<file path="src/rtl/elm_layer_seq.sv">
// elm_layer_seq: sequencer for one ELM hidden layer.
// Streams samples to the neuron array, waits for results, drains them.
module elm_layer_seq #(
    parameter int NUM_INPUTS  = 128,
    parameter int NUM_NEURONS = 48,
    parameter int DATA_W      = 16,
    parameter int OUT_W       = 16,
    parameter int TIMEOUT     = 64
) (
    input  logic                           clk,
    input  logic                           rst,
    input  logic                           start,
    output logic                           busy,
    output logic                           done,
    output logic                           err_timeout,
    output logic                           err_mismatch,
    output logic [$clog2(NUM_INPUTS)-1:0]  in_raddr,
    output logic                           in_ren,
    input  logic [DATA_W-1:0]              in_rdata,
    output logic                           nrn_rst,
    output logic                           nrn_in_valid,
    output logic [DATA_W-1:0]              nrn_in,
    input  logic [NUM_NEURONS-1:0]         nrn_outvalid,
    input  logic [NUM_NEURONS*OUT_W-1:0]   nrn_out,
    output logic                           out_we,
    output logic [$clog2(NUM_NEURONS)-1:0] out_waddr,
    output logic [OUT_W-1:0]               out_wdata
);

    localparam int IA_W = $clog2(NUM_INPUTS);
    localparam int OA_W = $clog2(NUM_NEURONS);
    localparam int T_W  = $clog2(TIMEOUT + 1);

    localparam logic [IA_W-1:0] IA_LAST = IA_W'(NUM_INPUTS - 1);
    localparam logic [OA_W-1:0] OA_LAST = OA_W'(NUM_NEURONS - 1);
    localparam logic [T_W-1:0]  T_LAST  = T_W'(TIMEOUT);

    typedef enum logic [2:0] {
        S_IDLE,
        S_STREAM,
        S_WAIT,
        S_COLLECT,
        S_DONE,
        S_ABORT
    } state_t;

    state_t                         state_q, state_d;
    logic [IA_W-1:0]                raddr_q, raddr_d;
    logic [OA_W-1:0]                waddr_q, waddr_d;
    logic [T_W-1:0]                 tcnt_q, tcnt_d;
    logic [NUM_NEURONS*OUT_W-1:0]   snap_q, snap_d;
    logic                           vld_q, vld_d;
    logic                           err_to_q, err_to_d;
    logic                           err_mm_q, err_mm_d;
    logic                           rst_hold_q, rst_hold_d;
    logic                           all_v;
    logic                           any_v;

    assign all_v = &nrn_outvalid;
    assign any_v = |nrn_outvalid;

    // Next-state, counters and strobes for the layer sequence
    always_comb begin
        state_d    = state_q;
        raddr_d    = raddr_q;
        waddr_d    = waddr_q;
        tcnt_d     = tcnt_q;
        snap_d     = snap_q;
        err_to_d   = err_to_q;
        err_mm_d   = err_mm_q;
        rst_hold_d = 1'b0;
        in_ren     = 1'b0;
        out_we     = 1'b0;
        busy       = 1'b0;
        done       = 1'b0;
        unique case (state_q)
            S_IDLE: begin
                if (start) begin
                    state_d  = S_STREAM;
                    raddr_d  = '0;
                    err_to_d = 1'b0;
                    err_mm_d = 1'b0;
                end
            end
            S_STREAM: begin
                busy   = 1'b1;
                in_ren = 1'b1;
                if (any_v) begin
                    err_mm_d = 1'b1;
                    state_d  = S_ABORT;
                end else if (raddr_q == IA_LAST) begin
                    tcnt_d  = '0;
                    state_d = S_WAIT;
                end else begin
                    raddr_d = raddr_q + 1'b1;
                end
            end
            S_WAIT: begin
                busy = 1'b1;
                if (all_v) begin
                    snap_d  = nrn_out;
                    waddr_d = '0;
                    state_d = S_COLLECT;
                end else if (any_v) begin
                    err_mm_d = 1'b1;
                    state_d  = S_ABORT;
                end else if (tcnt_q == T_LAST) begin
                    err_to_d = 1'b1;
                    state_d  = S_ABORT;
                end else begin
                    tcnt_d = tcnt_q + 1'b1;
                end
            end
            S_COLLECT: begin
                busy   = 1'b1;
                out_we = 1'b1;
                if (waddr_q == OA_LAST) begin
                    state_d = S_DONE;
                end else begin
                    waddr_d = waddr_q + 1'b1;
                end
            end
            S_DONE: begin
                done    = 1'b1;
                state_d = S_IDLE;
            end
            S_ABORT: begin
                state_d = S_IDLE;
            end
            default: begin
                state_d = S_IDLE;
            end
        endcase
        // a beat fetched in the cycle that aborts is dropped
        vld_d = in_ren & (state_d != S_ABORT);
    end

    // State and datapath registers
    always_ff @(posedge clk or posedge rst) begin
        if (rst) begin
            state_q    <= S_IDLE;
            raddr_q    <= '0;
            waddr_q    <= '0;
            tcnt_q     <= '0;
            snap_q     <= '0;
            vld_q      <= 1'b0;
            err_to_q   <= 1'b0;
            err_mm_q   <= 1'b0;
            rst_hold_q <= 1'b1;
        end else begin
            state_q    <= state_d;
            raddr_q    <= raddr_d;
            waddr_q    <= waddr_d;
            tcnt_q     <= tcnt_d;
            snap_q     <= snap_d;
            vld_q      <= vld_d;
            err_to_q   <= err_to_d;
            err_mm_q   <= err_mm_d;
            rst_hold_q <= rst_hold_d;
        end
    end

    assign in_raddr     = raddr_q;
    assign nrn_in_valid = vld_q;
    assign nrn_in       = vld_q ? in_rdata : '0;
    assign nrn_rst      = rst_hold_q | (state_q == S_ABORT);
    assign err_timeout  = err_to_q;
    assign err_mismatch = err_mm_q;
    assign out_waddr    = out_we ? waddr_q : '0;
    assign out_wdata    = out_we ? snap_q[int'(waddr_q) * OUT_W +: OUT_W] : '0;

endmodule

</file>
<file path="config.mk">
export PLATFORM = sky130hd
export DESIGN_NAME = elm_layer_seq
export DESIGN_NICKNAME = d
export VERILOG_FILES = /design/src/rtl/elm_layer_seq.sv
export SDC_FILE = /design/constraint.sdc
export NUM_CORES = 2
export LEC_CHECK = 0
export ABC_AREA = 1
export BUFFER_PORTS_ARGS = -buffer_cell sky130_fd_sc_hd__buf_2
export CAP_MARGIN = 20
export CORE_AREA = 2 2 350 352
export DETAILED_ROUTE_END_ITERATION = 10
export DIE_AREA = 0 0 352 354
export GPL_TIMING_DRIVEN = 0
export PLACE_DENSITY_LB_ADDON = 0.25
export SYNTH_ARGS = -nofsm -noshare
export SYNTH_HDL_FRONTEND = slang
export SYNTH_SLANG_ARGS = --single-unit
</file>
<file path="constraint.sdc">
create_clock -name clk -period 25.3 [get_ports clk]
set_input_delay 0 -clock clk [delete_from_list [all_inputs] [get_ports clk]]
set_output_delay 0 -clock clk [all_outputs]
set_load 0.05 [all_outputs]
</file>
# After elaboration in Yosys (flattened, before gate mapping)
# Index checks and enable logic that the tools add are counted.
# totals
ff_bits	795
latch_bits	0
ram_bits	0
rom_bits	0
in_bits	835
memories	0
# classes
n_addsub	3
mul	0
n_div	0
magnitude_cmp	0
eq_ne	19
n_shift	1
muxes	36
bitwise	2
reduce_logical	15
# ops
cell	count
indexed part select 768 x 11 -> 16 bit	1
two-way mux 7 bit	8
AND reduction 49 bit	1
AND reduction 48 bit	1
OR reduction 48 bit	1
two-way mux 16 bit	2
case mux 7 bit (2 select lines)	2
two-way mux 3 bit	7
inequality test 2 bit, second input constant	10
two-way mux 6 bit	3
adder 7 x 1 -> 7 bit, second input constant	2
== test 7 bit, second input constant	2
case mux 3 bit (4 select lines)	1
case mux 6 bit (2 select lines)	1
two-way mux 1 bit	10
nonzero test 2 bit	4
adder 6 x 1 -> 6 bit, second input constant	1
== test 3 x 2 -> 1 bit, second input constant	2
== test 3 bit, second input constant	2
== test 6 bit, second input constant	1
AND reduction 3 bit	2
AND reduction 6 bit	1
AND reduction 5 bit	1
AND reduction 4 bit	1
other kinds (9)	9

# Longest topological paths before layout
# depth
word_depth	7
mapped_depth	12

# Worst setup path before layout
# Ideal clock, no wire load.
# synth_path
path_type	register to output
start	register state_q[2]
end	output out_wdata[11]
arrival_time_ns	2.556
setup_slack_ns	22.744
stages_incl_launch_ff	7
cell_sequence	dfrtp_1 > inv_2 > nand2_2 > nor2_1 > inv_2 > buf_1 > a21oi_1
# synth_between
elab_chain_len	3
# synth_rtl
element	line	text
start: declaration	47	state_t state_q, state_d;
start signal: assignment	151	state_q <= state_d;
== test 3 x 2 -> 1 bit	76	unique case (state_q)
two-way mux 1 bit	76	
named net out_we	25	output logic out_we,
two-way mux 16 bit	170	assign out_wdata = out_we ? snap_q[int'(waddr_q) * OUT_W +: OUT_W] : '0;
end: declaration	27	output logic [OUT_W-1:0] out_wdata
# The timed path passes the listed nets, and every way through them passes these cells.

# Worst setup path in the final report
# layout_path
start	register waddr_q[0]
end	output out_wdata[12]
# layout_between
elab_chain_len	2
# layout_rtl
element	line	text
start: declaration	49	logic [OA_W-1:0] waddr_q, waddr_d;
start signal: assignment	153	waddr_q <= waddr_d;
indexed part select 768 x 11 -> 16 bit	170	
two-way mux 16 bit	170	
# No other way between the ends.

==> flow_metrics.env <==
export IMPL_status="finished, final reports clean"
export IMPL_synthCells=5247
export IMPL_grt_start_max_net_pins=116
export IMPL_htree_levels=3
export IMPL_clock_latency_ns=0.70
export IMPL_yosys_area_top_type="dfrtp_1"
export IMPL_dpl_worst_slack_ns=21.51
export IMPL_clock_sinks=795
export IMPL_synthToLayoutAreaGrowth_pct=45.86
export IMPL_post_dp_hpwl_um=155900
export IMPL_first_pass_iters=7
export IMPL_drt_wl_total_um=208700
export IMPL_yosysWarnings=0
export IMPL_fp_dieW_um=352
export IMPL_synth_top_cell_area_share_pct=51.16
export IMPL_wire_per_inst_um=23.90
export IMPL_cp_end_kind="primary output"
export IMPL_cts_setup_buffers=0
export IMPL_antenna_found_initial=21
export IMPL_tightestPinTransition_ns=1.122
export IMPL_power_leakage_nw=30.14
export IMPL_peakVddDrop_uv=44.79
export IMPL_crit_required_ns=25.30
export IMPL_hold_path_class="input pin to flip-flop"
export IMPL_rrSetupSlack_ns=22.50
export IMPL_instances_no_fill=8733
export IMPL_p_seq_share_pct=42.4
export IMPL_maxSlewViolCount=0
export IMPL_drive_gt1_share_pct=18.32
export IMPL_yosysSeqAreaShare_pct=51.23
export IMPL_final_hold_violation_count=0
export IMPL_track_usage_pct=32.59
export IMPL_internal_power_mw=2.272
export IMPL_cts_tree="built"
export IMPL_cap_viol_max_count=0
export IMPL_hold_buffers=792
export IMPL_holdWs_ns=0.02532
export IMPL_start_util_pct=32.12
export IMPL_syn_area_um2=38840
export IMPL_overflow=0
export IMPL_dieArea_um2=124600
export IMPL_ys_types=37
export IMPL_drc_errors=0
export IMPL_synth_avg_cell_area_um2=7.402
export IMPL_max_freq_mhz=213.2
export IMPL_dp_cells=7767
export IMPL_switching_share_pct=25.19
export IMPL_grt_pass1_wl_um=295000
export IMPL_post_route_period_util_pct=18.54
export IMPL_critical_path_startpoint_type="flip-flop"
export IMPL_regArea_um2=19900
export IMPL_relSlewSlack_pct=25.21
export IMPL_setup_ws_ns=20.61
export IMPL_gp_congestion=1.002
export IMPL_clock_power_share_pct=46.8
export IMPL_grt_pass1_vias=43938
export IMPL_multiInputGateArea_um2=16300
export IMPL_fin_crit_ns=4.691
export IMPL_row_count=128
export IMPL_ios=888
export IMPL_core_um2=120900
export IMPL_clockBufferDepth=3
export IMPL_vias=44138
export IMPL_combPwrFrac_pct=10.9
export IMPL_ys_ff_latch=795
export IMPL_synth_nets=6086
export IMPL_drtAntennaViolNets=0
export IMPL_fill_cells=11822
export IMPL_cts_repair_resize_count=0
export IMPL_path_class="flip-flop to primary output"
export IMPL_synthTopCellsByArea="dfrtp_1 (51%), nand2_1 (28%), nand3_1 (6.6%)"
export IMPL_drt_iter0_markers=4708
export IMPL_p_sw_mw=0.7649
export IMPL_powerDensity_nw_per_um2=53.60
export IMPL_clk_pin_slew_ns=0.06
export IMPL_rsz0062_at_grt="no"
export IMPL_cts_root_buf="clkbuf_16"
export IMPL_numCtsBuffers=91
export IMPL_crit_arrival_ns=4.69
export IMPL_finClkSkew_ns=0.01729
export IMPL_final_nets=7867
export IMPL_io_buffers=887
export IMPL_dieHeight_um=354
export IMPL_worstPathMaxFanout=10
export IMPL_setup_viol=0
export IMPL_via_per_inst=5.054
-- synthesized netlist by cell type, drive strengths merged --
cell type	instances
ha	4
dfrtp	794
buf	259
clkbuf	83
dfstp	1
a21oi	69
o32ai	1
inv	154
o211ai	58
o21ai	213
o21bai	6
conb	1
xor2	9
nand3	513
nor3	3
a31oi	1
nand4	10
clkinv	1
or2	7
nor3b	2
nand2	2913
nor4	3
nor2	141
a31o	1
-- state kept, by name, indices dropped and copies added, names as in the netlist --
| name | count |
|---|---|
| err_mismatch | 1 |
| err_timeout | 1 |
| in_raddr | 7 |
| nrn_in_valid | 1 |
| rst_hold_q | 1 |
| snap_q | 768 |
| state_q | 3 |
| tcnt_q | 7 |
| waddr_q | 6 |
-- kinds of logic after synthesis --
group,count (synthesis),share of synthesized area [%]
adders and majority gates,4,0.1289
AOI/OAI and AO/OA,349,4.932
other,1,0.009656
and+or+nand+nor,3592,36.70
xor gates and xnor gates,9,0.2030
buffers and inverters,497,6.798
DFF,795,51.23
-- per-layer routing --
layer  track usage, %  up-vias  part of all wire [%]  routed length, um
li1                 -    20012                     -                  -
met2            51.57     2302                    45              93900
met3            6.026      591                   7.5              15640
met5                0        -                 0.041                 86
met4            17.42       14                   6.1              12770
met1            42.35    21219                    41              86290
-- layout make-up --
class | count | area share [%]
buffer | 342 | 3.633
antenna | 5 | 0.02209
tap | 1625 | 3.589
timing repair buffer | 1688 | 22.25
sequential | 795 | 35.12
clock inverter | 29 | 0.6538
clock buffer | 139 | 4.917
inverter | 155 | 1.040
multi-input combinational | 3955 | 28.78
-- through the flow --
stage | util, % | cell area, um^2 | power (mW) | setup TNS [ns]
final | 46.85 | 56650 | 3.036 | 0
after global routing | 46.84 | 56640 | 3.116 | 0
after CTS | 46.83 | 56620 | 3.039 | 0
after detailed placement | 37.66 | 45540 | 1.534 | 0
after global placement | 37.47 | 45310 | 1.532 | -5586.97
after floorplan | - | 38840 | 1.410 | 0
-- cells in the final DEF, fill, tap and decap left out, types with 4 or more instances in the layout --
cell type / synthesis / routed
buf_2: 148 / 1035
o21ai_0: 204 / 204
nand2_1: 2912 / 2912
clkinvlp_4: 0 / 4
clkbuf_1: 83 / 105
ha_1: 4 / 4
buf_4: 11 / 11
bufinv_16: 0 / 8
buf_1: 27 / 27
nand3_1: 512 / 512
clkbuf_16: 0 / 97
buf_16: 0 / 8
nand4_1: 9 / 9
o211ai_1: 58 / 58
dlygate4sd3_1: 0 / 792
inv_2: 8 / 8
nor2_1: 136 / 136
clkinv_2: 0 / 13
diode_2: 0 / 5
o21bai_1: 6 / 6
inv_1: 146 / 145
buf_6: 73 / 73
clkbuf_8: 0 / 20
a21oi_1: 69 / 69
o21ai_1: 9 / 9
xor2_1: 9 / 9
or2_2: 6 / 6
dfrtp_1: 794 / 794
-- worst paths after layout --
| path | depth (start not counted) | to | from |
|---|---|---|---|
| setup / recovery | 12 | out_wdata[12] | waddr_q[0] |
| hold / removal | 4 | snap_q[134] | nrn_out[134] |
| setup reg to reg | 8 | state_q[0] | waddr_q[4] |
| hold reg to reg | 2 | snap_q[522] | snap_q[522] |
| max in group asynchronous | 7 | snap_q[573] | rst |
| min in group asynchronous | 4 | snap_q[467] | rst |
-- power groups by stage --
stage | Combinational [mW] | Clock (mW) | Sequential [mW]
floorplan | 0.0886 | 0 | 1.32
global placement | 0.220 | 0 | 1.31
detailed placement | 0.225 | 0 | 1.31
CTS | 0.324 | 1.43 | 1.29
global route | 0.351 | 1.48 | 1.29
finish | 0.330 | 1.42 | 1.29
-- worst max-delay path: stages, from the launching register on --
cell and delay (ns):
dfrtp_1 0.35, buf_2 0.18, buf_2 0.47, clkbuf_1 0.82, nand2_1 0.23, nand3_1 0.24
nand3_1 0.13, nand2_1 0.10, nand2_1 0.06, nand3_1 0.21, nand3_1 0.10, a21oi_1 0.65
buf_2 0.42
Note: power is estimated with default switching activity, not from simulation.
